[src/rtl/clk_rate_ctrl_if.sv]
// Control and status bundle of the clock-rate controller.
// The board top level drives it through master; the controller uses slave.
interface clk_rate_ctrl_if;
    logic [1:0] sel;
    logic       run;
    logic       step;
    logic       clk_out;
    logic       tick;
    logic [1:0] cur_sel;
    logic       sw_pend;
    logic       stopped;

    modport master (
        output sel, run, step,
        input  clk_out, tick, cur_sel, sw_pend, stopped
    );

    modport slave (
        input  sel, run, step,
        output clk_out, tick, cur_sel, sw_pend, stopped
    );
endinterface

[src/rtl/clk_rate_ctrl.sv]
// Divided 50%-duty clock with tick, glitch-free rate switching, and run/pause/single-step.
// Every DIVn must be even and >= 2, and DIVn/2 must fit in CNT_W bits.
module clk_rate_ctrl #(
    parameter int unsigned CNT_W = 32,
    parameter int unsigned DIV0  = 2_500_000,
    parameter int unsigned DIV1  = 2,
    parameter int unsigned DIV2  = 100_000_000,
    parameter int unsigned DIV3  = 10_000_000
) (
    input  logic           CLK,
    input  logic           rst_n,
    clk_rate_ctrl_if.slave bus
);

    localparam logic [1:0] IDLE = 2'd0;
    localparam logic [1:0] RUN  = 2'd1;
    localparam logic [1:0] STEP = 2'd2;

    localparam logic [CNT_W-1:0] HALF0 = CNT_W'(DIV0 / 2);
    localparam logic [CNT_W-1:0] HALF1 = CNT_W'(DIV1 / 2);
    localparam logic [CNT_W-1:0] HALF2 = CNT_W'(DIV2 / 2);
    localparam logic [CNT_W-1:0] HALF3 = CNT_W'(DIV3 / 2);

    logic [1:0]       r_state;
    logic [CNT_W-1:0] r_cnt;
    logic             r_clk_out;
    logic             r_tick;
    logic             r_step_q;
    logic [1:0]       r_cur_sel;

    logic [CNT_W-1:0] w_half;
    logic             w_last;
    logic             w_step_edge;

    // The phase length follows the applied rate only, never the requested one.
    always_comb begin
        w_half = HALF0;
        case (r_cur_sel)
            2'd1:    w_half = HALF1;
            2'd2:    w_half = HALF2;
            2'd3:    w_half = HALF3;
            default: w_half = HALF0;
        endcase
    end

    assign w_last      = (r_cnt == w_half - CNT_W'(1));
    assign w_step_edge = bus.step & ~r_step_q;

    always_ff @(posedge CLK) begin
        // NOTE: reset is synchronous, so it lives inside the clocked branch and aborts any phase.
        if (!rst_n) begin
            r_state   <= IDLE;
            r_cnt     <= '0;
            r_clk_out <= 1'b0;
            r_tick    <= 1'b0;
            r_step_q  <= 1'b0;
            r_cur_sel <= 2'd0;
        end else begin
            // NOTE: non-blocking updates keep every branch reading pre-edge state.
            r_step_q <= bus.step;
            r_tick   <= 1'b0;
            case (r_state)
                IDLE: begin
                    r_cur_sel <= bus.sel;
                    r_cnt     <= '0;
                    r_clk_out <= 1'b0;
                    if (bus.run) begin
                        r_state <= RUN;
                    end else if (w_step_edge) begin
                        r_state   <= STEP;
                        r_clk_out <= 1'b1;
                        r_tick    <= 1'b1;
                    end
                end
                RUN: begin
                    if (!r_clk_out && !bus.run) begin
                        r_state <= IDLE;
                        r_cnt   <= '0;
                    end else if (w_last) begin
                        r_cnt     <= '0;
                        r_clk_out <= ~r_clk_out;
                        if (!r_clk_out) begin
                            r_tick    <= 1'b1;
                            r_cur_sel <= bus.sel;
                        end else if (!bus.run) begin
                            r_state <= IDLE;
                        end
                    end else begin
                        r_cnt <= r_cnt + CNT_W'(1);
                    end
                end
                STEP: begin
                    // A step period cannot be cut short; only run=1 at its end continues the clock.
                    if (w_last) begin
                        r_cnt <= '0;
                        if (r_clk_out) begin
                            r_clk_out <= 1'b0;
                        end else if (bus.run) begin
                            r_state   <= RUN;
                            r_clk_out <= 1'b1;
                            r_tick    <= 1'b1;
                            r_cur_sel <= bus.sel;
                        end else begin
                            r_state <= IDLE;
                        end
                    end else begin
                        r_cnt <= r_cnt + CNT_W'(1);
                    end
                end
                default: begin
                    r_state   <= IDLE;
                    r_cnt     <= '0;
                    r_clk_out <= 1'b0;
                end
            endcase
        end
    end

    assign bus.clk_out = r_clk_out;
    assign bus.tick    = r_tick;
    assign bus.cur_sel = r_cur_sel;
    assign bus.sw_pend = (bus.sel != r_cur_sel);
    assign bus.stopped = (r_state == IDLE);

endmodule

[src/flat_wrapper.sv]
// flat-port wrapper written by rule: the top's interface ports become plain ports
module clk_rate_ctrl_flat 
#(
    parameter int unsigned CNT_W = 32,
    parameter int unsigned DIV0  = 2_500_000,
    parameter int unsigned DIV1  = 2,
    parameter int unsigned DIV2  = 100_000_000,
    parameter int unsigned DIV3  = 10_000_000
)
  (CLK, rst_n, bus_sel, bus_run, bus_step, bus_clk_out, bus_tick, bus_cur_sel, bus_sw_pend, bus_stopped);
  clk_rate_ctrl_if bus_i ();
  input  logic CLK;
  input  logic rst_n;
  input wire logic [$bits(bus_i.sel)-1:0] bus_sel;
  input wire logic [$bits(bus_i.run)-1:0] bus_run;
  input wire logic [$bits(bus_i.step)-1:0] bus_step;
  output wire logic [$bits(bus_i.clk_out)-1:0] bus_clk_out;
  output wire logic [$bits(bus_i.tick)-1:0] bus_tick;
  output wire logic [$bits(bus_i.cur_sel)-1:0] bus_cur_sel;
  output wire logic [$bits(bus_i.sw_pend)-1:0] bus_sw_pend;
  output wire logic [$bits(bus_i.stopped)-1:0] bus_stopped;
  assign bus_i.sel = bus_sel;
  assign bus_i.run = bus_run;
  assign bus_i.step = bus_step;
  assign bus_clk_out = bus_i.clk_out;
  assign bus_tick = bus_i.tick;
  assign bus_cur_sel = bus_i.cur_sel;
  assign bus_sw_pend = bus_i.sw_pend;
  assign bus_stopped = bus_i.stopped;
  clk_rate_ctrl #(.CNT_W(CNT_W), .DIV0(DIV0), .DIV1(DIV1), .DIV2(DIV2), .DIV3(DIV3)) u_core (.CLK(CLK), .rst_n(rst_n), .bus(bus_i));
endmodule
[config.mk]
export PLATFORM = sky130hd
export DESIGN_NAME = clk_rate_ctrl_flat
export DESIGN_NICKNAME = d
export VERILOG_FILES = /design/src/rtl/clk_rate_ctrl_if.sv /design/src/rtl/clk_rate_ctrl.sv /design/src/flat_wrapper.sv
export SDC_FILE = /design/constraint.sdc
export NUM_CORES = 1
export LEC_CHECK = 0
export BUFFER_PORTS_ARGS = -buffer_cell sky130_fd_sc_hd__buf_2
export CAP_MARGIN = 25
export CORE_ASPECT_RATIO = 1.2
export CORE_MARGIN = 4
export CORE_UTILIZATION = 40
export CTS_CLUSTER_DIAMETER = 150
export CTS_CLUSTER_SIZE = 14
export DETAILED_ROUTE_END_ITERATION = 6
export HOLD_SLACK_MARGIN = 0.02
export PLACE_DENSITY = 0.62
export SYNTH_ARGS = -nofsm -noshare
export SYNTH_HDL_FRONTEND = slang
export SYNTH_SLANG_ARGS = --single-unit
[constraint.sdc]
create_clock -name CLK -period 2.88 [get_ports CLK]
set_clock_uncertainty 0.2 [all_clocks]
set_input_delay 0.576 -clock CLK [delete_from_list [all_inputs] [get_ports CLK]]
set_output_delay 0.576 -clock CLK [all_outputs]
set_load 0.05 [all_outputs]
==> out/metrics.yaml, run 1 <==
timing:
  worst_slew_pin_slew_ps: 600
  tns_ps: 0
  rsz0062_at_grt: "false"
  period_share: 0.910
  fin_crit_ps: 2620
  finalSetupViolations: 0
  final_max_slew_viol_count: 0
  hold_ws_ps: 287
  clock.fmax_mhz: 382
  hold_viol: 0
  slew_headroom: 0.597
  finalWorstSetupSlack_ps: 260
critical_path:
  worstSetupPathType: "reg -> reg"
  required_ps: 2850
  endpoint_kind: "register"
  crit_fanout: 32
  cp.buffers_inverters: 1
  cp-start-kind: "register"
  crit_family: "simple AND/OR/NAND/NOR gates"
  crit_path_top_delay_cell: "or4_1"
  worstPathArrival_ps: 2590
  crit_chain: "inv_1 > ha_1 > or4_1 > mux2i_1 > nand4_1 > nor4_4 > nand4b_4 > nor2_1"
  slowest_delay_ps: 500
global_route:
  grt_max_degree: 33
  grt_pass1_wl_um: 7250
  grt_pass1_vias: 1564
  gr-total-overflow: 0
  grt_antenna_before_repair: 0
  grt_use_total: 0.144
final_layout:
  nets: 279
  stdcell_count: 322
  area_growth_pct: 9.25
  nFillCells: 528
  drive_gt1_frac: 0.111
  fin_util: 0.460
  n_antenna_cell: 0
placement:
  gp_congestion: 0.767
  io_buffers: 11
  dp.cells: 314
  dpl_worst_slack_ps: 262
  hpwl_um: 3030
cts:
  hold_buffers: 0
  cts_tree: "yes"
  cts.sinks: 39
  cts_made_buffers: 5
  root_buffer: "clkbuf_8"
  post-cts-setup-buffers: 0
  cts.reportedPaths.clkPinSlew_ps: 80
  htree_levels: 2
  cts_max_path_buffers: 2
  cts.repair.resized: 0
  clk_latency_ps: 290
synth:
  syn_nets: 262
  synth_seq_cells: 39
  postSynthAreaPerCell_um2: 8.71
  yosysMostFrequentCell: "nor2_1"
  ys.flop_type: "dfxtp_1"
  yosys-top-cells-area: "dfxtp_1 (37%), xor2_1 (9.9%), nor2_1 (7.4%)"
  synth_top_area_cell: "dfxtp_1"
  synthesis.area_mm2: 0.00212
  yosysUniqueCellTypes: 39
  yosysTopAreaCellShare: 0.367
  seq_area_frac_synth: 0.367
  synthCells: 244
  synth_top_cells_by_count: "nor2_1 (42), dfxtp_1 (39), xor2_1 (24)"
  async_flop_share: 0
  synth_edf_count: 0
  yosysWarnings: 0
hold_path:
  hold_class: "reg -> reg"
floorplan:
  dieArea_mm2: 0.00655
  core-area_mm2: 0.00504
  io_pins: 12
  rows: 28
  die_w_um: 74.5
  dieHeight_um: 87.8
  start_util: 0.421
drt:
  drt-met1-wl_um: 1980
  antenna_left: 0
  wire_per_inst_um: 12.8
  dr_wl_met3_um: 100
  wl_um: 4120
  detail_route.iter0.violations: 63
  drc: 0
  firstDrtPassIters: 4
  wl_met2_um: 1940
  vias_per_cell: 5.18
  maxUsedRoutingLayer: "met4"
  vias: 1669
power:
  ir_worst_vdd_mv: 0.341
  p_leak_nw: 0.868
  p_per_area_mw_per_mm2: 533
flow_run:
  cap_viol_max_count: 0
outcome:
  outcome: "finished clean"
## cells in the final DEF (no fill, tap or decap), types with 2 or more instances in the layout
cell and n:
nor2_1 42, dfxtp_1 38, xor2_1 24, nand2_1 19, nand3_1 16, xnor2_1 13, ha_1 12, buf_2 11
inv_1 8, nand4_1 8, and3_1 7, mux2i_1 6, nor3_1 5, clkbuf_8 5, nor4_1 4, a21oi_1 4
o21ai_0 4, buf_4 4, or4_1 3, o2111ai_1 2, and4_1 2, or2_2 2, nand2b_1 2, and2_1 2
clkbuf_1 2
## state kept, by name, indices dropped and copies added (netlist names)
register / flops
u_core.bus.tick: 1
u_core.r_step_q: 1
u_core.bus.cur_sel: 2
u_core.r_state: 2
u_core.bus.clk_out: 1
u_core.r_cnt: 32
## layer usage
layer | GRT usage | vias to the layer above
met5 | 0 | -
met4 | 0.0583 | 0
met3 | 0.0425 | 9
met2 | 0.229 | 19
met1 | 0.181 | 771
li1 | - | 870
## power breakdown
part | internal, mW | total, mW | switching, mW | leakage [nW]
Clock | 0.170 | 0.363 | 0.193 | 0.0422
Combinational | 0.109 | 0.302 | 0.193 | 0.510
Sequential | 0.555 | 0.571 | 0.0157 | 0.316
Total | 0.835 | 1.24 | 0.402 | 0.868
## final timing paths
kind,start,to,slack (ps),cells past startpoint
max,u_core.bus.cur_sel[0]$_SDFFE_PN0P_,u_core.r_cnt[27]$_SDFF_PN0_,260,8
min,u_core.r_cnt[0]$_SDFF_PN0_,u_core.r_cnt[0]$_SDFF_PN0_,290,1
max reg2reg,u_core.bus.cur_sel[0]$_SDFFE_PN0P_,u_core.r_cnt[27]$_SDFF_PN0_,260,8
min reg2reg,u_core.r_cnt[0]$_SDFF_PN0_,u_core.r_cnt[0]$_SDFF_PN0_,290,1
## through the flow
step                      total power [mW]  instance area (um^2)
after floorplan                      0.828                  2130
after global placement               0.887                  2240
after detailed placement             0.888                  2240
after CTS                             1.26                  2320
after global routing                  1.31                  2320
final                                 1.24                  2320
## kinds of logic after synthesis
kind of cell,synth area share
AND/OR/NAND/NOR,0.293
flip-flops,0.367
XOR/XNOR,0.153
AO/OA/AOI/OAI,0.0524
buffers and inverters,0.0359
adder cells (fa/ha/maj),0.0707
multiplexers,0.0283
## final cells by class
| cell class | count | area [um^2] | share of cell area |
|---|---|---|---|
| multi-input cells | 192 | 1270 | 0.546 |
| flip-flops and latches | 39 | 782 | 0.337 |
| repair buffers | 15 | 85.1 | 0.0367 |
| clock buffers | 7 | 76.3 | 0.0329 |
| well taps | 60 | 75.1 | 0.0323 |
| inverters | 8 | 30.0 | 0.0129 |
| clock inverters | 1 | 5.00 | 0.00216 |
No activity file was read; power rests on OpenSTA's default activity.
==> inputs of run 2 (changes only) <==
CTS_CLUSTER_DIAMETER = 80   (was 150)
clock period = 2.7 ns   (was 2.88 ns; I/O delays follow)
==> out/metrics.yaml, run 2 (synthesized netlist as in run 1, its figures left out) <==
power:
  p_leak_nw: 0.921  # +6.2%
  p_per_area_mw_per_mm2: 564  # +5.9%
  ir_worst_vdd_mv: 0.331  # -3.0%
floorplan:
  dieArea_mm2: 0.00655  # unchanged
  dieHeight_um: 87.8  # unchanged
  core-area_mm2: 0.00504  # unchanged
  die_w_um: 74.5  # unchanged
  io_pins: 12  # unchanged
  start_util: 0.421  # unchanged
  rows: 28  # unchanged
timing:
  hold_ws_ps: 269  # -18.1 ps
  final_max_slew_viol_count: 0  # unchanged
  period_share: 0.933  # +0.0229
  slew_headroom: 0.582  # -0.0149
  finalSetupViolations: 0  # unchanged
  clock.fmax_mhz: 397  # +4.1%
  hold_viol: 0  # unchanged
  tns_ps: 0  # unchanged
  worst_slew_pin_slew_ps: 622  # +22.1 ps
  rsz0062_at_grt: "false"
  fin_crit_ps: 2520  # -102 ps
drt:
  detail_route.iter0.violations: 97  # +54%
  firstDrtPassIters: 5  # +1
  drc: 0  # unchanged
  wl_um: 4370  # +6.1%
  vias_per_cell: 5.19  # +0.19%
  antenna_left: 0  # unchanged
  vias: 1693  # +1.4%
  wire_per_inst_um: 13.4  # +4.8%
placement:
  io_buffers: 11  # unchanged
  dp.cells: 316  # +0.64%
  gp_congestion: 0.776  # +1.2%
  hpwl_um: 3030  # about the same
global_route:
  grt_antenna_before_repair: 0  # unchanged
  grt_use_total: 0.145  # +0.000898
  gr-total-overflow: 0  # unchanged
  grt_pass1_wl_um: 7260  # +0.18%
  grt_max_degree: 33  # unchanged
  grt_pass1_vias: 1562  # -0.13%
critical_path:
  worstSetupPathType: "reg -> reg"
  required_ps: 2670  # -180 ps
  endpoint_kind: "register"
  crit_fanout: 6  # -81%
  cp-start-kind: "register"
  rr_worst_depth: 8  # unchanged
  worstPathArrival_ps: 2490  # -100 ps
final_layout:
  nets: 283  # +1.4%
  final_common_cell: "nor2_1"
  largest_register_ffs: 32  # unchanged
  final_cell_mix: "nor2_1 (42), dfxtp_1 (37), xor2_1 (24), nand2_1 (19), nand3_1 (16)"
  stdcell_count: 326  # +1.2%
  n_antenna_cell: 0  # unchanged
  area_growth_pct: 12.4
  drive_gt1_frac: 0.139  # +0.0284
  largest_register: "u_core.r_cnt"
flow_run:
  cap_viol_max_count: 0  # unchanged
cts:
  cts_made_buffers: 5  # unchanged
  hold_buffers: 0  # unchanged
  htree_levels: 2  # unchanged
  cts.sinks: 39  # unchanged
  cts_tree: "yes"
  cts_max_path_buffers: 2  # unchanged
  cts.reportedPaths.clkPinSlew_ps: 80  # about the same
  clk_latency_ps: 290  # about the same
  root_buffer: "clkbuf_8"
outcome:
  outcome: "finished clean"
hold_path:
  holdPathStages: 2  # +1
  hold_class: "in -> reg"
run 2: critical path, cell delays in order (launching register included):
cell	delay, ps
dfxtp_2	360
buf_4	170
or4_1	530
o22ai_2	130
nand3_1	140
nor4_4	370
buf_4	190
a31oi_1	140
mux2i_1	140
run 2: final cells by class:
class / count / area [um^2]
well taps: 60 / 75.1
fillers: 524 / 2660
clock buffers: 6 / 72.6
flip-flops and latches: 39 / 786
repair buffers: 18 / 108
multi-input cells: 193 / 1310
clock inverters: 2 / 12.5
inverters: 8 / 30.0
run 2: what timing repair did:
action	4_1_cts	5_1_grt
setup buffers	0	1
setup endpoints to repair	0	36
hold endpoints to repair	0	0
resized for setup	0	4
run 2: power breakdown:
part	leakage [nW]	internal, mW	switching, mW
clock network	0.0412	0.181	0.209
registers	0.316	0.593	0.0179
logic	0.564	0.124	0.222
total	0.921	0.898	0.449
run 2: path summary, 6_finish.rpt:
check / startpoint / endpoint / slack (ps)
min: bus_step / u_core.r_step_q$_SDFF_PN0_ / 270
min reg2reg: u_core.r_cnt[0]$_SDFF_PN0_ / u_core.r_cnt[0]$_SDFF_PN0_ / 280
max reg2reg: u_core.bus.cur_sel[1]$_SDFFE_PN0P_ / u_core.bus.cur_sel[1]$_SDFFE_PN0P_ / 180
max: u_core.bus.cur_sel[1]$_SDFFE_PN0P_ / u_core.bus.cur_sel[1]$_SDFFE_PN0P_ / 180
run 2: metal layers:
| metal | vias to the layer above | share of wire | global-route usage |
|---|---|---|---|
| met5 | - | 0 | 0 |
| met4 | 0 | 0.021 | 0.0663 |
| met3 | 7 | 0.023 | 0.0241 |
| met2 | 22 | 0.48 | 0.238 |
| met1 | 781 | 0.47 | 0.183 |
| li1 | 883 | - | - |
run 2: metrics by stage:
| stage | utilization | total power [mW] | instance area [um^2] | setup slack (ps) |
|---|---|---|---|---|
| 4_1_cts | 0.465 | 1.34 | 2340 | 30.8 |
| 6_report | 0.473 | 1.35 | 2390 | 182 |
| 2_1_floorplan | - | 0.885 | 2130 | 35.5 |
| 3_5_place_dp | 0.448 | 0.948 | 2260 | 64.7 |
| 5_1_grt | 0.473 | 1.41 | 2390 | 38.6 |
| 3_3_place_gp | 0.448 | 0.947 | 2260 | 133 |
